[config.mk]
export PLATFORM = sky130hd
export DESIGN_NAME = spi_cmd_deserializer_fifo
export DESIGN_NICKNAME = d
export VERILOG_FILES = /design/src/rtl/spi_cmd_deserializer_fifo.sv
export SDC_FILE = /design/constraint.sdc
export NUM_CORES = 1
export LEC_CHECK = 0
export ABC_AREA = 1
export CAP_MARGIN = 20
export CORE_ASPECT_RATIO = 2
export CORE_MARGIN = 2
export CORE_UTILIZATION = 54
export CTS_CLUSTER_DIAMETER = 30
export CTS_CLUSTER_SIZE = 40
export DETAILED_ROUTE_END_ITERATION = 8
export GPL_ROUTABILITY_DRIVEN = 0
export PLACE_DENSITY = 0.83
export SKIP_LAST_GASP = 1
export SLEW_MARGIN = 20
export SYNTH_ARGS = -nofsm -noshare
export SYNTH_HDL_FRONTEND = slang
export SYNTH_SLANG_ARGS = --single-unit
[constraint.sdc]
create_clock -name clk -period 2.2 [get_ports clk]
set_input_delay 0.44 -clock clk [delete_from_list [all_inputs] [get_ports clk]]
set_output_delay 0.44 -clock clk [all_outputs]
set_load 0.005 [all_outputs]
[src/rtl/spi_cmd_deserializer_fifo.sv]
// SPI command frame receiver feeding a first-word-fall-through frame FIFO.
// Define SPI_PARITY_EN to append and check an even-parity bit per frame.
module spi_cmd_deserializer_fifo #(
  parameter int ADDRW       = 8,
  parameter int OPCODEW     = 2,
  parameter int DEPTH       = 4,
  parameter int SYNC_STAGES = 2,
  localparam int SHIFT_W    = OPCODEW + 2 * ADDRW,
  localparam int CNTW       = $clog2(DEPTH + 1)
) (
  input  logic               clk,
  input  logic               rst_n,
  input  logic               spi_clk,
  input  logic               mosi,
  input  logic               cs_n,
  input  logic               ready_in,
  output logic [OPCODEW-1:0] opcode,
  output logic [ADDRW-1:0]   key_addr,
  output logic [ADDRW-1:0]   text_addr,
  output logic               valid_out,
  output logic [CNTW-1:0]    count,
  output logic               frame_err,
  output logic               overrun,
  output logic               parity_err
);

`ifdef SPI_PARITY_EN
  localparam int FRAME_W = SHIFT_W + 1;
`else
  localparam int FRAME_W = SHIFT_W;
`endif
  localparam int BCW  = $clog2(FRAME_W + 1);
  localparam int PTRW = $clog2(DEPTH);
  localparam logic [BCW-1:0]  LAST_BIT = BCW'(FRAME_W - 1);
  localparam logic [CNTW-1:0] FULL_CNT = CNTW'(DEPTH);

  typedef enum logic {IDLE, SHIFT} state_t;

  logic [SYNC_STAGES-1:0] sclk_sync;
  logic [SYNC_STAGES-1:0] mosi_sync;
  logic [SYNC_STAGES-1:0] cs_sync;
  logic                   sclk_prev;
  logic                   sclk_s;
  logic                   mosi_s;
  logic                   cs_s;
  logic                   sclk_rise;

  state_t             state;
  state_t             state_nx;
  logic [BCW-1:0]     bit_cnt;
  logic [BCW-1:0]     bit_cnt_nx;
  logic [FRAME_W-1:0] shreg;
  logic [FRAME_W-1:0] shreg_nx;
  logic [FRAME_W-1:0] word_in;
  logic [SHIFT_W-1:0] data;
  logic               done;
  logic               ferr_nx;
  logic               par_ok;

  logic [SHIFT_W-1:0] mem [DEPTH];
  logic [SHIFT_W-1:0] head;
  logic [PTRW-1:0]    wptr;
  logic [PTRW-1:0]    rptr;
  logic               pop;
  logic               good;
  logic               push;

  assign sclk_s    = sclk_sync[SYNC_STAGES-1];
  assign mosi_s    = mosi_sync[SYNC_STAGES-1];
  assign cs_s      = cs_sync[SYNC_STAGES-1];
  assign sclk_rise = sclk_s & ~sclk_prev;

  // Bring the SPI pins into clk and keep one extra flop for edge detect
  always_ff @(posedge clk or negedge rst_n) begin
    if (!rst_n) begin
      sclk_sync <= '0;
      mosi_sync <= '0;
      cs_sync   <= '1;
      sclk_prev <= 1'b0;
    end else begin
      sclk_sync <= {sclk_sync[SYNC_STAGES-2:0], spi_clk};
      mosi_sync <= {mosi_sync[SYNC_STAGES-2:0], mosi};
      cs_sync   <= {cs_sync[SYNC_STAGES-2:0], cs_n};
      sclk_prev <= sclk_s;
    end
  end

  assign word_in = {shreg[FRAME_W-2:0], mosi_s};
  assign data    = word_in[FRAME_W-1 -: SHIFT_W];

`ifdef SPI_PARITY_EN
  assign par_ok = ((^data) == word_in[0]);
`else
  assign par_ok = 1'b1;
`endif

  // Receiver next state: shift on sclk rise, close frame on last bit
  always_comb begin
    state_nx   = state;
    bit_cnt_nx = bit_cnt;
    shreg_nx   = shreg;
    done       = 1'b0;
    ferr_nx    = 1'b0;
    unique case (state)
      IDLE: begin
        if (!cs_s) state_nx = SHIFT;
      end
      SHIFT: begin
        if (cs_s) begin
          state_nx   = IDLE;
          bit_cnt_nx = '0;
          ferr_nx    = (bit_cnt != '0);
        end else if (sclk_rise) begin
          shreg_nx = word_in;
          if (bit_cnt == LAST_BIT) begin
            bit_cnt_nx = '0;
            done       = 1'b1;
          end else begin
            bit_cnt_nx = bit_cnt + 1'b1;
          end
        end
      end
    endcase
  end

  // Receiver state register
  always_ff @(posedge clk or negedge rst_n) begin
    if (!rst_n) begin
      state   <= IDLE;
      bit_cnt <= '0;
      shreg   <= '0;
    end else begin
      state   <= state_nx;
      bit_cnt <= bit_cnt_nx;
      shreg   <= shreg_nx;
    end
  end

  assign valid_out = (count != '0);
  assign pop       = valid_out & ready_in;
  assign good      = done & par_ok;
  assign push      = good & ((count != FULL_CNT) | pop);
  assign head      = mem[rptr];
  assign opcode    = head[SHIFT_W-1 -: OPCODEW];
  assign key_addr  = head[SHIFT_W-OPCODEW-1 -: ADDRW];
  assign text_addr = head[ADDRW-1:0];

  // FIFO storage, pointers and occupancy
  always_ff @(posedge clk or negedge rst_n) begin
    if (!rst_n) begin
      for (int i = 0; i < DEPTH; i++) mem[i] <= '0;
      wptr  <= '0;
      rptr  <= '0;
      count <= '0;
    end else begin
      if (push) begin
        mem[wptr] <= data;
        wptr      <= wptr + 1'b1;
      end
      if (pop) rptr <= rptr + 1'b1;
      if (push && !pop) count <= count + 1'b1;
      else if (pop && !push) count <= count - 1'b1;
    end
  end

  // Registered one-cycle error pulses
  always_ff @(posedge clk or negedge rst_n) begin
    if (!rst_n) begin
      frame_err <= 1'b0;
      overrun   <= 1'b0;
    end else begin
      frame_err <= ferr_nx;
      overrun   <= good & ~push;
    end
  end

`ifdef SPI_PARITY_EN
  // Parity mismatch pulse; such frames never reach the FIFO
  always_ff @(posedge clk or negedge rst_n) begin
    if (!rst_n) parity_err <= 1'b0;
    else        parity_err <= done & ~par_ok;
  end
`else
  assign parity_err = 1'b0;
`endif

endmodule
==> run metrics <==
Rel. slew slack=53.31%; top cell type's share of synthesized area=52.33%; Least-Margin Pin Slew=0.7004 ns; worst hold-check path type=in2async; Arr. time, crit path=1.69 ns; Area Growth Syn to Fin=15.67%; Ys Warns=0; first-pass GRT wire length=21.76 mm; most frequent cell after synthesis=nand2_1; drt wl/cell=18.15 um; fin worst setup slack=0.07091 ns; Psw=1.849 mW; vias per inst=6.163; Clk pwr share=27.1%; status=completed; Leakage Power=3.187 nW; DP HPWL=8.059 mm; r2r endpoint=count[2]; Post-Route WL=13.12 mm; setup slack, reg-to-reg=0.15 ns; CP Max Fanout=12; Final Cycle Share=96.78%; Final #Nets=629; Pwr Density=935.6 nW/um^2; top post-synthesis cells by area=dfrtp_1 52%, nand2_1 15%, nand4_1 8.6%; Levels on crit path=5; final slew viol count=0; Place WS=-0.08440 ns; row count=50; sequential share of power=39.5%; CTS root buf=clkbuf_16; Starting Density=55.55%; non-filler cells, final=723; Yosys cell types=32; post-layout min period=2.129 ns; Die W=73.47 um; Synth area leader=dfrtp_1; grt ovf=0; Pint=3.792 mW; syn nets=599; worst setup path class=reg2out; Net Sw Frac=32.78%; Setup violations, final=0; Final Instance Area=6030 sq um; synthesized netlist cell count=584; core area=9384 sq um; Reg clk slew, reported paths=0.07 ns; Final Hold Fails=0; crit path capture type=output port; Peak VDD IR=657.5 uV; 1st-pass router iterations=5; maximum number of pins on one net before global-route repair=75; vias in the first global route=4466; die area=10500 sq um; synth cell count leaders=203 x nand2_1, 109 x dfrtp_1, 72 x nand4_1; final clock skew=0.01005 ns; Gate power share=33.4%; register area share after synthesis=53.34%; filler cell count=716; TritonCTS clock tree=yes; Async SR Flop Fraction=100.0%; Antenna Cells=0; DRC=0; via count=4456; Reg area=2781 sq um; crit-path max cell delay=0.45 ns; DRT iter0 DRCs=507; count of input and output buffers=29; Syn Area/Cell=8.926 sq um; Post-synth EDFFs=0; f_max=469.7 MHz; Die Height=142.9 um; clock buffer depth=2; cell area after synthesis=5212 sq um; Inserted Clock Buffers=9; H-tree depth=3; Yosys reg bits=111; ANT nets after route=0; Req. time, crit path=1.76 ns; final core utilization=64.25%; WP buf/inv=3; most common flop cell mapped by yosys=dfrtp_1; critical path's slowest cell=dfrtp_2; Critical Path Source Type=register; cell family with most CP delay=buffers and inverters; placed cells=704; clock sink total=111; initial antenna violation count=0; share of cells above drive strength 1=11.15%; max-cap violations=0; RSZ-0062 raised after global routing=yes; Area after DPL=5692 sq um; CP cell instances=buf_8 > buf_4 > o21ai_1 > o22ai_1 > dlygate4sd2_1; Tot GR Track Use=26.98%; IO Pins=31; Multi-input gate area=2130 sq um; Critical R2R Launch=bit_cnt[1]; clk_lat worst skew=0.35 ns; Worst R2R Path Depth=12
[per-stage QoR]
step | TNS, ns | hold WS [ns] | power [mW]
after detailed placement | -0.4904 | 0.3373 | 4.133
after global routing | -0.005233 | 0.1199 | 5.934
after floorplan | 0 | 0.1444 | 3.141
after CTS | -0.1637 | 0.1005 | 5.619
final | 0 | 0.07731 | 5.641
after global placement | -0.005116 | 0.3337 | 4.091
[worst max-delay path by stage]
stage,slack [ns],start,to
after global placement,-0.005,ready_in,count[2]
after detailed placement,-0.08,ready_in,count[2]
after floorplan,0.008,bit_cnt[1],count[2]
after global routing,-0.004,rptr[0],opcode[1]
final,0.07,rptr[0],text_addr[2]
after CTS,-0.05,rptr[0],text_addr[0]
[sequential cells by signal (all words and copies together) (netlist names), 3 cells and up]
register / flops
count: 3
mem: 72
bit_cnt: 5
shreg: 17
[placed cells by master (no fill, tap or decap), drive strengths merged]
master         synthesis  final
a21oi                  2      2
a31oi                  1      1
buf                   27     33
clkbuf                15     11
clkdlybuf4s15          0      1
clkdlybuf4s50          0     10
clkinv                 1      3
clkinvlp               0      2
conb                   1      1
dfrtp                109    109
dfstp                  2      2
dlygate4sd2            0     12
dlymetal6s2s           0      5
fa                     1      1
ha                     8      8
inv                   14     15
mux2                   1      1
nand2                204    204
nand3                  8      8
nand4                 77     77
nor2                  44     44
nor3                   1      1
o21ai                 41     41
o22ai                 21     21
xnor2                  2      2
xor2                   4      4
[what timing repair did]
item / in CTS / in global routing
pin swaps: 2 / 2
gates resized for setup: 20 / 18
hold buffers: 0 / 0
buffers inserted: 3 / 0
setup endpoints to repair: 18 / 11
[layer usage]
| layer | GRT usage, % | part of all wire (%) | vias to the layer above |
|---|---|---|---|
| met1 | 32.51 | 37 | 2196 |
| met5 | 0 | 0 | - |
| met2 | 44.97 | 54 | 184 |
| met4 | 13.97 | 3.8 | 0 |
| li1 | - | - | 2030 |
| met3 | 4.940 | 5.1 | 46 |
[kinds of logic (layout without fill, tap and decap cells)]
logic type | Yosys count | after routing | share of synthesized area (%)
AND/OR/NAND/NOR | 334 | 334 | 30.29
XOR/XNOR | 6 | 6 | 1.008
AO/OA/AOI/OAI | 65 | 65 | 6.769
buffers and inverters | 57 | 92 | 6.001
adder cells (fa/ha/maj) | 9 | 9 | 2.304
other | 1 | 1 | 0.07194
multiplexers | 1 | 1 | 0.2160
flip-flops | 111 | 111 | 53.34
[area by class of cell]
cell class              instances  share of cell area [%]
flip-flops and latches        111                   46.13
inverters                      15                  0.9753
clock buffers                  11                   4.026
well taps                     104                   2.158
multi-input cells             416                   35.32
repair buffers                 61                   10.83
clock inverters                 5                  0.5603
[power groups by stage]
stage | registers (mW) | clock network (mW) | logic, mW
CTS | 2.22 | 1.54 | 1.86
floorplan | 2.23 | 0 | 0.907
detailed placement | 2.25 | 0 | 1.88
global route | 2.25 | 1.62 | 2.07
global placement | 2.25 | 0 | 1.84
finish | 2.23 | 1.53 | 1.88
No activity file was read; power rests on OpenSTA's default activity.
